### config.mk
export PLATFORM = sky130hd
export DESIGN_NAME = inst_fetch_seq_flat
export DESIGN_NICKNAME = d
export VERILOG_FILES = /design/src/rtl/inst_fetch_seq_pkg.sv /design/src/rtl/inst_fetch_seq_if.sv /design/src/rtl/inst_fetch_seq_ret_stack.sv /design/src/rtl/inst_fetch_seq.sv /design/src/flat_wrapper.sv
export SDC_FILE = /design/constraint.sdc
export NUM_CORES = 1
export LEC_CHECK = 0
export BUFFER_PORTS_ARGS = -buffer_cell sky130_fd_sc_hd__clkbuf_2
export CORE_MARGIN = 2
export CORE_UTILIZATION = 40
export DETAILED_ROUTE_END_ITERATION = 10
export SLEW_MARGIN = 20
export SYNTH_ARGS = -nofsm -noshare
export SYNTH_HDL_FRONTEND = slang
export SYNTH_HIERARCHICAL = 1
export SYNTH_SLANG_ARGS = --single-unit
### constraint.sdc
create_clock -name Clk -period 4.9 [get_ports Clk]
set_input_delay 0.49 -clock Clk [delete_from_list [all_inputs] [get_ports Clk]]
set_output_delay 0.49 -clock Clk [all_outputs]
set_load 0.03 [all_outputs]
### src/rtl/inst_fetch_seq_pkg.sv
// Shared types for the instruction fetch sequencer: sequencer states and
// branch-condition encodings used by the decoder and the PC mux.
package inst_fetch_pkg;

    typedef enum logic [1:0] {
        IDLE = 2'b00,
        RUN  = 2'b01,
        HALT = 2'b10
    } state_e;

    localparam logic [1:0] BR_ALWAYS = 2'b00;
    localparam logic [1:0] BR_ZERO   = 2'b01;
    localparam logic [1:0] BR_NZERO  = 2'b10;
    localparam logic [1:0] BR_NEVER  = 2'b11;

    function automatic logic br_taken(input logic [1:0] cond, input logic alu_zero);
        logic taken;
        taken = 1'b0;
        case (cond)
            BR_ALWAYS: taken = 1'b1;
            BR_ZERO:   taken = alu_zero;
            BR_NZERO:  taken = !alu_zero;
            BR_NEVER:  taken = 1'b0;
            default:   taken = 1'b0;
        endcase
        return taken;
    endfunction

endpackage

### src/rtl/inst_fetch_seq_if.sv
// Control/flag inputs from the decoder and ALU, plus the fetch address and
// status outputs towards instruction memory.
interface inst_fetch_seq_if #(
    parameter int PC_W = 11
);
    logic            Start;
    logic            Halt;
    logic            Stall;
    logic            Branch;
    logic [1:0]      BrCond;
    logic            BrRel;
    logic            AluZero;
    logic            Call;
    logic            Ret;
    logic [PC_W-1:0] Target;
    logic [PC_W-1:0] ProgCtr;
    logic            Running;
    logic            Done;
    logic            Fault;

    modport master (
        output Start, Halt, Stall, Branch, BrCond, BrRel, AluZero, Call, Ret, Target,
        input  ProgCtr, Running, Done, Fault
    );

    modport slave (
        input  Start, Halt, Stall, Branch, BrCond, BrRel, AluZero, Call, Ret, Target,
        output ProgCtr, Running, Done, Fault
    );
endinterface

### src/rtl/inst_fetch_seq_ret_stack.sv
// Return-address LIFO. The pointer is one bit wider than the index so that
// full (pointer == depth) and empty (pointer == 0) are distinct.
module ret_stack #(
    parameter int DATA_W = 11,
    parameter int DEPTH  = 4
) (
    input  logic              clk,
    input  logic              rst_n,
    input  logic              clr_i,
    input  logic              push_i,
    input  logic              pop_i,
    input  logic [DATA_W-1:0] din_i,
    output logic [DATA_W-1:0] dout_o,
    output logic              full_o,
    output logic              empty_o
);
    localparam int AW = $clog2(DEPTH);

    logic [DATA_W-1:0] mem_q [DEPTH];
    logic [AW:0]       sp_q;
    logic [AW:0]       top_idx;

    assign full_o  = (sp_q == (AW+1)'(DEPTH));
    assign empty_o = (sp_q == '0);
    assign top_idx = sp_q - (AW+1)'(1);
    assign dout_o  = mem_q[top_idx[AW-1:0]];

    always_ff @(posedge clk or negedge rst_n) begin
        if (!rst_n) begin
            sp_q <= '0;
        end else if (clr_i) begin
            sp_q <= '0;
        end else if (push_i && !full_o) begin
            sp_q <= sp_q + (AW+1)'(1);
        end else if (pop_i && !empty_o) begin
            sp_q <= sp_q - (AW+1)'(1);
        end
    end

    // Entry storage carries no reset; only entries below the pointer are ever read.
    always_ff @(posedge clk) begin
        if (push_i && !full_o && !clr_i) begin
            mem_q[sp_q[AW-1:0]] <= din_i;
        end
    end
endmodule

### src/rtl/inst_fetch_seq.sv
// Program-counter sequencer: IDLE/RUN/HALT control, stall, conditional and
// relative branches, and call/return through a fault-checked stack.
module inst_fetch_seq
    import inst_fetch_pkg::*;
#(
    parameter int              PC_W        = 11,
    parameter int              STACK_DEPTH = 4,
    parameter logic [PC_W-1:0] START_ADDR  = '0
) (
    input  logic            Clk,
    input  logic            Reset,
    inst_fetch_seq_if.slave bus
);
    state_e                 state_q, state_d;
    logic [PC_W-1:0]        pc_q, pc_d;
    logic                   fault_q, fault_d;
    logic                   push, pop, clr;
    logic [PC_W-1:0]        stk_dout;
    logic                   stk_full, stk_empty;
    logic [PC_W-1:0]        pc_inc;
    logic signed [PC_W-1:0] pc_rel;

    assign pc_inc = pc_q + PC_W'(1);
    // Relative targets are two's-complement offsets; the sum wraps mod 2^PC_W.
    assign pc_rel = $signed(pc_q) + $signed(bus.Target);

    ret_stack #(
        .DATA_W (PC_W),
        .DEPTH  (STACK_DEPTH)
    ) u_stack (
        .clk     (Clk),
        .rst_n   (Reset),
        .clr_i   (clr),
        .push_i  (push),
        .pop_i   (pop),
        .din_i   (pc_inc),
        .dout_o  (stk_dout),
        .full_o  (stk_full),
        .empty_o (stk_empty)
    );

    always_ff @(posedge Clk or negedge Reset) begin
        if (!Reset) begin
            state_q <= IDLE;
            pc_q    <= START_ADDR;
            fault_q <= 1'b0;
        end else begin
            state_q <= state_d;
            pc_q    <= pc_d;
            fault_q <= fault_d;
        end
    end

    always_comb begin
        state_d = state_q;
        pc_d    = pc_q;
        fault_d = fault_q;
        push    = 1'b0;
        pop     = 1'b0;
        clr     = 1'b0;
        case (state_q)
            IDLE: begin
                pc_d = START_ADDR;
                if (bus.Start) state_d = RUN;
            end
            RUN: begin
                if (bus.Halt) begin
                    state_d = HALT;
                end else if (bus.Stall) begin
                    pc_d = pc_q;
                end else if (bus.Ret) begin
                    if (stk_empty) begin
                        fault_d = 1'b1;
                        state_d = HALT;
                    end else begin
                        pop  = 1'b1;
                        pc_d = stk_dout;
                    end
                end else if (bus.Call) begin
                    if (stk_full) begin
                        fault_d = 1'b1;
                        state_d = HALT;
                    end else begin
                        push = 1'b1;
                        pc_d = bus.Target;
                    end
                end else if (bus.Branch && br_taken(bus.BrCond, bus.AluZero)) begin
                    pc_d = bus.BrRel ? $unsigned(pc_rel) : bus.Target;
                end else begin
                    pc_d = pc_inc;
                end
            end
            HALT: begin
                if (bus.Start) begin
                    state_d = RUN;
                    pc_d    = START_ADDR;
                    clr     = 1'b1;
                end
            end
            default: begin
                state_d = IDLE;
                pc_d    = START_ADDR;
            end
        endcase
    end

    assign bus.ProgCtr = pc_q;
    assign bus.Running = (state_q == RUN);
    assign bus.Done    = (state_q == HALT);
    assign bus.Fault   = fault_q;
endmodule

### src/flat_wrapper.sv
// flat-port wrapper written by rule: the top's interface ports become plain ports
module inst_fetch_seq_flat import inst_fetch_pkg::*;
#(
    parameter int              PC_W        = 11,
    parameter int              STACK_DEPTH = 4,
    parameter logic [PC_W-1:0] START_ADDR  = '0
)
  (Clk, Reset, bus_Start, bus_Halt, bus_Stall, bus_Branch, bus_BrCond, bus_BrRel, bus_AluZero, bus_Call, bus_Ret, bus_Target, bus_ProgCtr, bus_Running, bus_Done, bus_Fault);
  inst_fetch_seq_if #(.PC_W(PC_W)) bus_i ();
  input  logic Clk;
  input  logic Reset;
  input wire logic [$bits(bus_i.Start)-1:0] bus_Start;
  input wire logic [$bits(bus_i.Halt)-1:0] bus_Halt;
  input wire logic [$bits(bus_i.Stall)-1:0] bus_Stall;
  input wire logic [$bits(bus_i.Branch)-1:0] bus_Branch;
  input wire logic [$bits(bus_i.BrCond)-1:0] bus_BrCond;
  input wire logic [$bits(bus_i.BrRel)-1:0] bus_BrRel;
  input wire logic [$bits(bus_i.AluZero)-1:0] bus_AluZero;
  input wire logic [$bits(bus_i.Call)-1:0] bus_Call;
  input wire logic [$bits(bus_i.Ret)-1:0] bus_Ret;
  input wire logic [$bits(bus_i.Target)-1:0] bus_Target;
  output wire logic [$bits(bus_i.ProgCtr)-1:0] bus_ProgCtr;
  output wire logic [$bits(bus_i.Running)-1:0] bus_Running;
  output wire logic [$bits(bus_i.Done)-1:0] bus_Done;
  output wire logic [$bits(bus_i.Fault)-1:0] bus_Fault;
  assign bus_i.Start = bus_Start;
  assign bus_i.Halt = bus_Halt;
  assign bus_i.Stall = bus_Stall;
  assign bus_i.Branch = bus_Branch;
  assign bus_i.BrCond = bus_BrCond;
  assign bus_i.BrRel = bus_BrRel;
  assign bus_i.AluZero = bus_AluZero;
  assign bus_i.Call = bus_Call;
  assign bus_i.Ret = bus_Ret;
  assign bus_i.Target = bus_Target;
  assign bus_ProgCtr = bus_i.ProgCtr;
  assign bus_Running = bus_i.Running;
  assign bus_Done = bus_i.Done;
  assign bus_Fault = bus_i.Fault;
  inst_fetch_seq #(.PC_W(PC_W), .STACK_DEPTH(STACK_DEPTH), .START_ADDR(START_ADDR)) u_core (.Clk(Clk), .Reset(Reset), .bus(bus_i));
endmodule
==> impl_metrics.tcl <==
set metrics [dict create \
    postSynthCellCount 305 \
    cp-end-kind "flip-flop" \
    drc 0 \
    grt_pass1_wl_um 13660 \
    path_class "flip-flop to flip-flop" \
    wl_um 8351 \
    crit_buf_inv 1 \
    wire_per_inst_um 18.43 \
    core_sq_mm 0.008636 \
    grt_max_degree 18 \
    tns_ps 0 \
    holdBufCountCts 0 \
    crit_fanout 16 \
    fin_ws_ps 1611 \
    route.vias.total 2584 \
    cts.sinks 61 \
    cellLeakagePower_nw 1.592 \
    fp-row-count 34 \
    layout-drive-gt1-share_pct 20.87 \
    drv_slew 0 \
    synth_ff_type "edfxtp_1" \
    numCtsBuffers 9 \
    synthesis.area_per_instance_sq_um 11.60 \
    port_buffers 36 \
    peakVddDrop_mv 0.1692 \
    syn2layout_area_growth_pct 11.85 \
    relSlewSlack_pct 35.62 \
    grt-ovfl-total 0 \
    nNetsFinal 380 \
    status "finished, final reports clean" \
    cts_setup_buffers 0 \
    cts_tree "done" \
    clkTransAtPathRegs_ps 70 \
    fin_crit_ps 3289 \
    cts_max_path_buffers 2 \
    cp_data_required_time_ps 4860 \
    cts_max_level 3 \
    tightest_slew_ps 965.8 \
    antenna_cells 0 \
    post_cts_resized 0 \
    pin_count 37 \
    hpwlAfterDp_um 6427 \
    final-hold-violation-count 0 \
    start_util_pct 40.97 \
    cpPeakStageDelay_ps 850 \
    dieHeight_um 98.06 \
    syn_area_sq_mm 0.003538 \
    finClkSkew_ps 11.11 \
    worstHoldPathType "input port to asynchronous set/reset pin" \
    cts_root_buf "clkbuf_8" \
    viasPerCell 5.704 \
    startpoint_type "flip-flop" \
    p_per_area_mw_per_mm2 436.6 \
    synthArstFlopShare_pct 27.87 \
    drt_iter0_markers 157 \
    wl_met2_um 4264 \
    routed.top_layer "met4" \
    insertion_delay_ps 330 \
    fmax_mhz 304.0 \
    rsz0062_at_grt "no" \
    critPathSlowestCell "dfrtp_1" \
    fillerInstances 800 \
    crit_family "simple AND/OR/NAND/NOR gates" \
    ant_nets 0 \
    cp_cell_sequence "inv_1 -> ha_1 -> and2_2 -> nor3_1 -> a21boi_2 -> and2b_1 -> and2_1" \
    yosys_register_bits 61 \
    yosysSeqAreaShare_pct 49.36 \
    dieWidth_um 98.06 \
    dieArea_sq_mm 0.009615 \
    globalplace.congestion 0.7703 \
    syn_nets 345 \
    pre_cts_ws_ps 1618 \
    min_period_over_period_pct 67.13 \
    first_pass_iters 4 \
    met1_length_um 3610 \
    wl_met3_um 421 \
    antenna_found_initial 0 \
    grt_pass1_vias 2577 \
    synth-edff-count 44 \
    ys_warn_count 6 \
    grtUsageTotal_pct 18.52 \
    ys_types 62 \
    cp.arrival_ps 3250 \
    maxCapViolCount 0 \
    setup-violations-final 0 \
]
[sequential cells by signal (all words and copies together) (netlist names)]
name and cells:
u_core/state_q 2, u_core/u_stack/mem_q 44, u_core/u_stack/sp_q 3, u_core/bus.ProgCtr 11
u_core/bus.Fault 1
[Yosys cell counts, drive strengths merged (2+ instances only)]
| master | number | share of area (%) |
|---|---|---|
| nand2 | 23 | 2.4 |
| or3 | 3 | 0.53 |
| mux2 | 2 | 0.74 |
| dfrtp | 17 | 12 |
| a21boi | 3 | 0.74 |
| xor2 | 11 | 2.7 |
| o21ai | 7 | 0.99 |
| o22ai | 8 | 1.4 |
| o21bai | 2 | 0.42 |
| nand2b | 3 | 0.53 |
| a221o | 3 | 0.85 |
| edfxtp | 44 | 37 |
| a21oi | 16 | 2.4 |
| mux2i | 2 | 0.57 |
| o211ai | 2 | 0.57 |
| mux4 | 11 | 7.0 |
| nor2 | 24 | 2.6 |
| or2 | 4 | 0.71 |
| and2b | 2 | 0.46 |
| nand3 | 9 | 1.3 |
| a31oi | 3 | 0.53 |
| o221ai | 4 | 0.99 |
| nor4 | 4 | 0.71 |
| and3 | 4 | 0.71 |
| o41ai | 2 | 0.71 |
| and2 | 7 | 1.3 |
| a21o | 4 | 0.85 |
| a22oi | 5 | 1.1 |
| nor3 | 13 | 1.8 |
| nor3b | 2 | 0.42 |
| clkbuf | 6 | 0.64 |
| ha | 16 | 5.7 |
| o31ai | 3 | 0.64 |
| xnor2 | 6 | 1.5 |
| inv | 11 | 1.2 |
| buf | 6 | 1.6 |
[worst paths after layout]
kind                            slack (ps)  depth (start not counted)                     endpoint                    from
worst min register to register         480                          1             u_core/bus.Fault        u_core/bus.Fault
worst max register to register        1610                          7  u_core/u_stack/mem_q[1][10]  u_core/u_stack/sp_q[0]
max in group asynchronous             4490                          1        u_core/bus.ProgCtr[4]                   Reset
min in group Clk                       400                          2            u_core/state_q[1]               bus_Start
worst max-delay path                  1610                          7  u_core/u_stack/mem_q[1][10]  u_core/u_stack/sp_q[0]
worst min-delay path                    90                          1             u_core/bus.Fault                   Reset
[report_power, final]
part	total, mW	leakage (nW)	internal, mW	switching [mW]
clock	0.417	0.0907	0.232	0.185
sequential	0.693	0.625	0.609	0.0831
combinational	0.619	0.876	0.273	0.346
[kinds of logic (layout without fill, tap and decap cells)]
kind of cell	after synthesis	in the layout	synth area share, %
xor+xnor	17	17	4.208
flops	61	61	49.36
fa+ha+maj	17	17	6.223
mux	15	15	8.310
compound gates	72	72	14.57
buf+inv	23	63	3.394
simple gates	100	100	13.93
[cell usage in the layout (no fill, tap or decap), types with 2 or more instances in the layout]
cell type	synthesis	layout
nand2_1	23	23
a221o_1	3	3
xor2_1	11	11
clkbuf_2	0	36
xnor2_1	6	6
clkbuf_1	6	2
a21o_1	4	4
o21ai_0	6	6
o221ai_1	4	4
edfxtp_1	44	44
or3_1	3	3
nor2_1	23	23
nand2b_1	3	3
o22ai_1	8	8
a21oi_1	15	15
clkbuf_8	0	9
mux4_2	11	11
o21bai_1	2	2
or2_2	3	3
mux2i_1	2	2
a22oi_1	5	5
o31ai_1	3	3
nand3_1	9	9
dfrtp_1	17	17
nor4_1	4	4
nor3b_1	2	2
and2_1	6	6
a21boi_1	2	2
a31oi_1	3	3
and3_1	4	4
clkinv_2	0	2
inv_1	11	11
ha_1	16	16
nor3_1	13	13
[worst register-to-register path: stages (launching register included)]
cell,delay [ps]
dfrtp_1,850
inv_1,200
ha_1,330
and2_2,220
nor3_1,330
a21boi_2,270
and2b_1,230
and2_1,500
[per-layer routing]
layer	track usage, %	vias to the layer above
met5	0	-
met4	3.846	0
met3	4.939	4
met2	31.09	65
met1	24.31	1279
li1	-	1236
[cell type report]
class	instances	area [sq um]	share of cell area [%]
well taps	108	135.1	3.414
flip-flops and latches	61	1747	44.14
multi-input cells	221	1672	42.24
clock buffers	11	131.4	3.320
repair buffers	36	180.2	4.553
clock inverters	5	51.30	1.296
inverters	11	41.29	1.043
[metrics by stage]
| step | total power [mW] | util, % | std cells | hold slack, ps | cell area, sq um |
|---|---|---|---|---|---|
| after floorplan | 1.192 | - | 305 | 194.4 | 3538 |
| after global placement | 1.317 | 43.71 | 437 | 461.2 | 3775 |
| after detailed placement | 1.320 | 43.71 | 437 | 461.0 | 3775 |
| after CTS | 1.744 | 45.83 | 453 | 93.54 | 3958 |
| after global routing | 1.834 | 45.83 | 453 | 111.9 | 3958 |
| final | 1.728 | 45.83 | 453 | 88.99 | 3958 |
No activity file was read; power rests on OpenSTA's default activity.
